===== config.mk =====
export PLATFORM = sky130hd
export DESIGN_NAME = sram_like_arbiter
export DESIGN_NICKNAME = d
export VERILOG_FILES = /design/src/rtl/sram_like_arbiter_pkg.sv /design/src/rtl/sram_like_arbiter_owner_fifo.sv /design/src/rtl/sram_like_arbiter.sv
export SDC_FILE = /design/constraint.sdc
export NUM_CORES = 1
export LEC_CHECK = 0
export BUFFER_PORTS_ARGS = -buffer_cell sky130_fd_sc_hd__buf_2
export CORE_AREA = 10 10 118 120
export CTS_CLUSTER_DIAMETER = 150
export DETAILED_ROUTE_END_ITERATION = 12
export DIE_AREA = 0 0 128 130
export PLACE_DENSITY_LB_ADDON = 0.1
export SLEW_MARGIN = 20
export SYNTH_ARGS = -nofsm -noshare
export SYNTH_HDL_FRONTEND = slang
export SYNTH_SLANG_ARGS = --single-unit
export TNS_END_PERCENT = 1

===== constraint.sdc =====
create_clock -name clk -period 3.2 [get_ports clk]
set_input_delay 0.8 -clock clk [delete_from_list [all_inputs] [get_ports clk]]
set_output_delay 0.8 -clock clk [all_outputs]
set_load 0.05 [all_outputs]

===== src/rtl/sram_like_arbiter_pkg.sv =====
// rtl/sram_like_arbiter_pkg.sv - shared encodings for the sram-like port arbiter
package sram_like_arbiter_pkg;

    localparam logic [1:0] SIZE_B = 2'd0;
    localparam logic [1:0] SIZE_H = 2'd1;
    localparam logic [1:0] SIZE_W = 2'd2;

    localparam logic OWN_INST = 1'b0;
    localparam logic OWN_DATA = 1'b1;

    typedef enum logic [1:0] {
        IDLE   = 2'd0,
        LOCK_D = 2'd1,
        LOCK_I = 2'd2
    } arb_state_t;

endpackage


===== src/rtl/sram_like_arbiter_owner_fifo.sv =====
// rtl/sram_like_arbiter_owner_fifo.sv - 1-bit in-order owner FIFO for accepted transactions
module owner_fifo #(
    parameter int DEPTH = 4,
    parameter int CNT_W = 3
) (
    input  logic             clk,
    input  logic             resetn,
    input  logic             push,
    input  logic             pop,
    input  logic             din,
    output logic             dout,
    output logic [CNT_W-1:0] count,
    output logic             full,
    output logic             empty
);

    localparam int PTR_W = $clog2(DEPTH);

    logic             mem [DEPTH];
    logic [PTR_W-1:0] wr_ptr;
    logic [PTR_W-1:0] rd_ptr;

    always_ff @(posedge clk) begin
        if (push) begin
            mem[wr_ptr] <= din;
        end
    end

    // Pointers wrap naturally; count alone tells full from empty.
    always_ff @(posedge clk or negedge resetn) begin
        if (!resetn) begin
            wr_ptr <= '0;
            rd_ptr <= '0;
            count  <= '0;
        end else begin
            if (push) begin
                wr_ptr <= wr_ptr + PTR_W'(1);
            end
            if (pop) begin
                rd_ptr <= rd_ptr + PTR_W'(1);
            end
            case ({push, pop})
                2'b10:   count <= count + CNT_W'(1);
                2'b01:   count <= count - CNT_W'(1);
                default: count <= count;
            endcase
        end
    end

    assign dout  = mem[rd_ptr];
    assign full  = (count == CNT_W'(DEPTH));
    assign empty = (count == '0);

endmodule


===== src/rtl/sram_like_arbiter.sv =====
// rtl/sram_like_arbiter.sv - shares one sram-like port between inst and data requesters
module sram_like_arbiter
    import sram_like_arbiter_pkg::*;
#(
    parameter int MAX_OUTST = 4,
    parameter int CNT_W     = 3
) (
    input  logic             clk,
    input  logic             resetn,
    input  logic             inst_req,
    input  logic             inst_wr,
    input  logic [1:0]       inst_size,
    input  logic [3:0]       inst_wstrb,
    input  logic [31:0]      inst_addr,
    input  logic [31:0]      inst_wdata,
    output logic             inst_addr_ok,
    output logic             inst_data_ok,
    output logic [31:0]      inst_rdata,
    input  logic             data_req,
    input  logic             data_wr,
    input  logic [1:0]       data_size,
    input  logic [3:0]       data_wstrb,
    input  logic [31:0]      data_addr,
    input  logic [31:0]      data_wdata,
    output logic             data_addr_ok,
    output logic             data_data_ok,
    output logic [31:0]      data_rdata,
    output logic             m_req,
    output logic             m_wr,
    output logic [1:0]       m_size,
    output logic [3:0]       m_wstrb,
    output logic [31:0]      m_addr,
    output logic [31:0]      m_wdata,
    input  logic             m_addr_ok,
    input  logic             m_data_ok,
    input  logic [31:0]      m_rdata,
    output logic [CNT_W-1:0] outst_cnt,
    output logic             proto_err
);

    arb_state_t state, state_nxt;
    logic       sel_data, sel_inst, req_ok;
    logic       accept, pop, head, full, empty;

    always_ff @(posedge clk or negedge resetn) begin
        if (!resetn) begin
            state <= IDLE;
        end else begin
            state <= state_nxt;
        end
    end

    // Locked states keep the owner on the bus even if the other side requests.
    always_comb begin
        state_nxt = state;
        sel_data  = 1'b0;
        sel_inst  = 1'b0;
        req_ok    = 1'b0;
        case (state)
            IDLE: begin
                if (!full) begin
                    if (data_req) begin
                        sel_data = 1'b1;
                        req_ok   = 1'b1;
                        if (!m_addr_ok) state_nxt = LOCK_D;
                    end else if (inst_req) begin
                        sel_inst = 1'b1;
                        req_ok   = 1'b1;
                        if (!m_addr_ok) state_nxt = LOCK_I;
                    end
                end
            end
            LOCK_D: begin
                sel_data = 1'b1;
                if (!data_req) begin
                    state_nxt = IDLE;
                end else if (!full) begin
                    req_ok = 1'b1;
                    if (m_addr_ok) state_nxt = IDLE;
                end
            end
            LOCK_I: begin
                sel_inst = 1'b1;
                if (!inst_req) begin
                    state_nxt = IDLE;
                end else if (!full) begin
                    req_ok = 1'b1;
                    if (m_addr_ok) state_nxt = IDLE;
                end
            end
            default: state_nxt = IDLE;
        endcase
    end

    always_comb begin
        m_wr    = 1'b0;
        m_size  = '0;
        m_wstrb = '0;
        m_addr  = '0;
        m_wdata = '0;
        if (resetn && sel_data) begin
            m_wr    = data_wr;
            m_size  = data_size;
            m_wstrb = data_wstrb;
            m_addr  = data_addr;
            m_wdata = data_wdata;
        end else if (resetn && sel_inst) begin
            m_wr    = inst_wr;
            m_size  = inst_size;
            m_wstrb = inst_wstrb;
            m_addr  = inst_addr;
            m_wdata = inst_wdata;
        end
    end

    assign m_req        = resetn & req_ok;
    assign accept       = m_req & m_addr_ok;
    assign data_addr_ok = accept & sel_data;
    assign inst_addr_ok = accept & sel_inst;

    owner_fifo #(
        .DEPTH (MAX_OUTST),
        .CNT_W (CNT_W)
    ) u_owner_fifo (
        .clk    (clk),
        .resetn (resetn),
        .push   (accept),
        .pop    (pop),
        .din    (sel_data ? OWN_DATA : OWN_INST),
        .dout   (head),
        .count  (outst_cnt),
        .full   (full),
        .empty  (empty)
    );

    assign pop          = resetn & m_data_ok & ~empty;
    assign data_data_ok = pop & (head == OWN_DATA);
    assign inst_data_ok = pop & (head == OWN_INST);
    assign data_rdata   = data_data_ok ? m_rdata : '0;
    assign inst_rdata   = inst_data_ok ? m_rdata : '0;

    always_ff @(posedge clk or negedge resetn) begin
        if (!resetn) begin
            proto_err <= 1'b0;
        end else if (m_data_ok && empty) begin
            proto_err <= 1'b1;
        end
    end

endmodule


==> qor.csv <==
metric,value,unit
layout.nets,746,
r2r_setup_slack,590,ps
clk_latency,240,ps
cts_tree,done,
arrival,2300,ps
hpwl,12.1,mm
maxCapViolations,0,
clock_skew,1.49,ps
max_freq,0.323,GHz
reg2reg_depth,13,
async_reset_ff_share,71.4,%
ir_worst_vdd,688,uV
stdcell_count,703,
clkTransAtPathRegs,40,ps
viasPerCell,4.49,
die-area,16600,sq um
drcViolationCount,0,
wl,13.8,mm
ys_ff_latch,14,
critPathCaptureType,primary output,
clkSinkCount,14,
period_needed,3100,ps
timing.rr.start,state[0]$_DFFE_PN0P_,
seq_area_frac_synth,16.8,%
final_cell_area,4130,sq um
cts_buffer_depth,2,
hold_path.class,in2async,
numPortBuffers,323,
synth_edf_count,4,
synth_cells,241,
start_util,18.9,%
htreeDepth,1,
startpoint_type,register,
grt_overflow,0,
first_pass_iters,4,
grt_max_degree,42,
status,finished clean,
die_h,130,microns
row_count,40,
setup_violations,0,
die_x,128,microns
cp.required,2400,ps
wl_per_cell,19.6,microns
path_max_fanout,41,
core_area,11700,sq um
grt_usage,14.3,%
fillers,1275,
hold_slack,378,ps
p_leak,0.00254,uW
place_area,3930,sq um
yosys_warnings,0,
drv_slew,0,
grt_pass1_vias,3165,
yosysUniqueCellTypes,39,
cts_setup_buffers,0,
root_buffer,clkbuf_16,
syn_area_per_cell,9.17,sq um
timing.rr.end,u_owner_fifo.count[2]$_DFFE_PN0P_,
cp-startpoint,u_owner_fifo.count[2]$_DFFE_PN0P_,
final_core_util,35.3,%
ios,324,
drive_gt1_share,65.8,%
vias,3157,
slew_headroom,78.6,%
netlist_area,2210,sq um
grt_pass1_wl,19.2,mm
final_hold_viol_count,0,
ys.flop_type,dfrtp_1,
ant_nets,0,
gp_congestion,0.852,
antenna_found_initial,1,
p_per_area,942,nW/um^2
area_growth,87.0,%
syn_nets,431,
tightestPinTransition,321,ps
setup-tns-final,0,ps
dr.first_iter.drc_count,167,
dpl.cell_count,698,
critical_path_class,reg2out,
numCtsBuffers,3,
grt_setup_unrepaired,yes,
fin_crit_sh,96.9,%
how the worst max path moves through the flow:
stage                     endpoint  slack (ps)
floorplan           inst_rdata[22]          50
global placement       m_wdata[17]         240
detailed placement      m_addr[19]         210
CTS                     m_addr[19]          40
global route            m_addr[23]         -20
finish                  m_addr[23]         100
worst max-delay path: stages, from the launching register on:
cell      delay (ps)
dfrtp_1          380
or3b_4           430
a31o_4           290
nor3b_4          280
buf_12           250
a22o_1           180
clkbuf_4         230
cells by family after synthesis:
kind of cell / count (synthesis) / share of synthesized area [%]
AOI/OAI and AO/OA: 84 / 33.8
xor gates and xnor gates: 6 / 2.38
adders and majority gates: 10 / 6.00
buffers and inverters: 35 / 14.2
DFF: 14 / 16.8
muxes: 3 / 1.98
and+or+nand+nor: 89 / 24.9
through the flow:
step / power, uW / worst slack [ps]
floorplan: 2850 / 52.0
global placement: 3570 / 244
detailed placement: 3570 / 214
CTS: 3840 / 42.1
global route: 4110 / -18.2
finish: 3890 / 100
layout by cell type, fill, tap and decap left out, types with 2 or more instances in the layout:
cell	n
buf_2	275
a22o_1	53
and2_1	38
clkbuf_4	33
and3_1	32
buf_4	20
a22o_2	18
inv_1	10
dfrtp_1	10
ha_1	9
buf_12	7
nor2_1	5
xnor2_1	4
edfxtp_1	4
nand3_1	3
clkbuf_16	3
nor2b_1	2
nand2_1	2
a21oi_1	2
xor2_1	2
what timing repair did:
action                     CTS  global route
hold buffers                 0             0
gates resized for setup      0            57
setup endpoints to repair    0            45
synthesized netlist by cell type (2+ instances only):
master / number / area share [%]
buf_6: 9 / 4.6
xnor2_1: 4 / 1.6
inv_1: 10 / 1.7
nand2_1: 2 / 0.34
a21oi_1: 2 / 0.45
edfxtp_1: 4 / 5.4
and2_1: 39 / 11
dfrtp_1: 10 / 11
buf_12: 7 / 6.3
a22o_2: 18 / 8.2
ha_1: 9 / 5.1
and3_1: 32 / 9.1
a22o_1: 53 / 21
xor2_1: 2 / 0.79
nand3_1: 3 / 0.68
clkbuf_1: 9 / 1.5
nor2b_1: 2 / 0.57
nor2_1: 5 / 0.85
routing by layer:
metal,part of all wire [%],GRT usage [%],up-vias
met2,56,27.8,145
met1,36,15.3,1469
met4,0.50,1.46,0
met3,8.4,4.30,6
li1,-,-,1537
met5,0,0,-
cell type report:
class | count | area, sq um | area share (%)
Inverter | 10 | 37.5 | 0.909
Timing Repair Buffer | 335 | 1910 | 46.3
Sequential cell | 14 | 370 | 8.96
Multi-Input combinational cell | 192 | 1530 | 37.1
Clock buffer | 4 | 88.8 | 2.15
Tap cell | 147 | 184 | 4.45
Antenna cell | 1 | 2.50 | 0.0606
sequential cells by signal, summed over array words and instances (netlist names):
register             cells
proto_err                1
u_owner_fifo.wr_ptr      2
u_owner_fifo.count       3
u_owner_fifo.mem         4
state                    2
u_owner_fifo.rd_ptr      2
power by group:
| group | total [uW] | switching [uW] | internal (uW) | leakage, uW |
|---|---|---|---|---|
| registers | 320 | 56.3 | 263 | 0.000154 |
| logic | 3320 | 2300 | 1020 | 0.00234 |
| clock network | 256 | 67.1 | 189 | 0.0000442 |
| total | 3890 | 2420 | 1470 | 0.00254 |
Note: power is estimated with default switching activity, not from simulation.
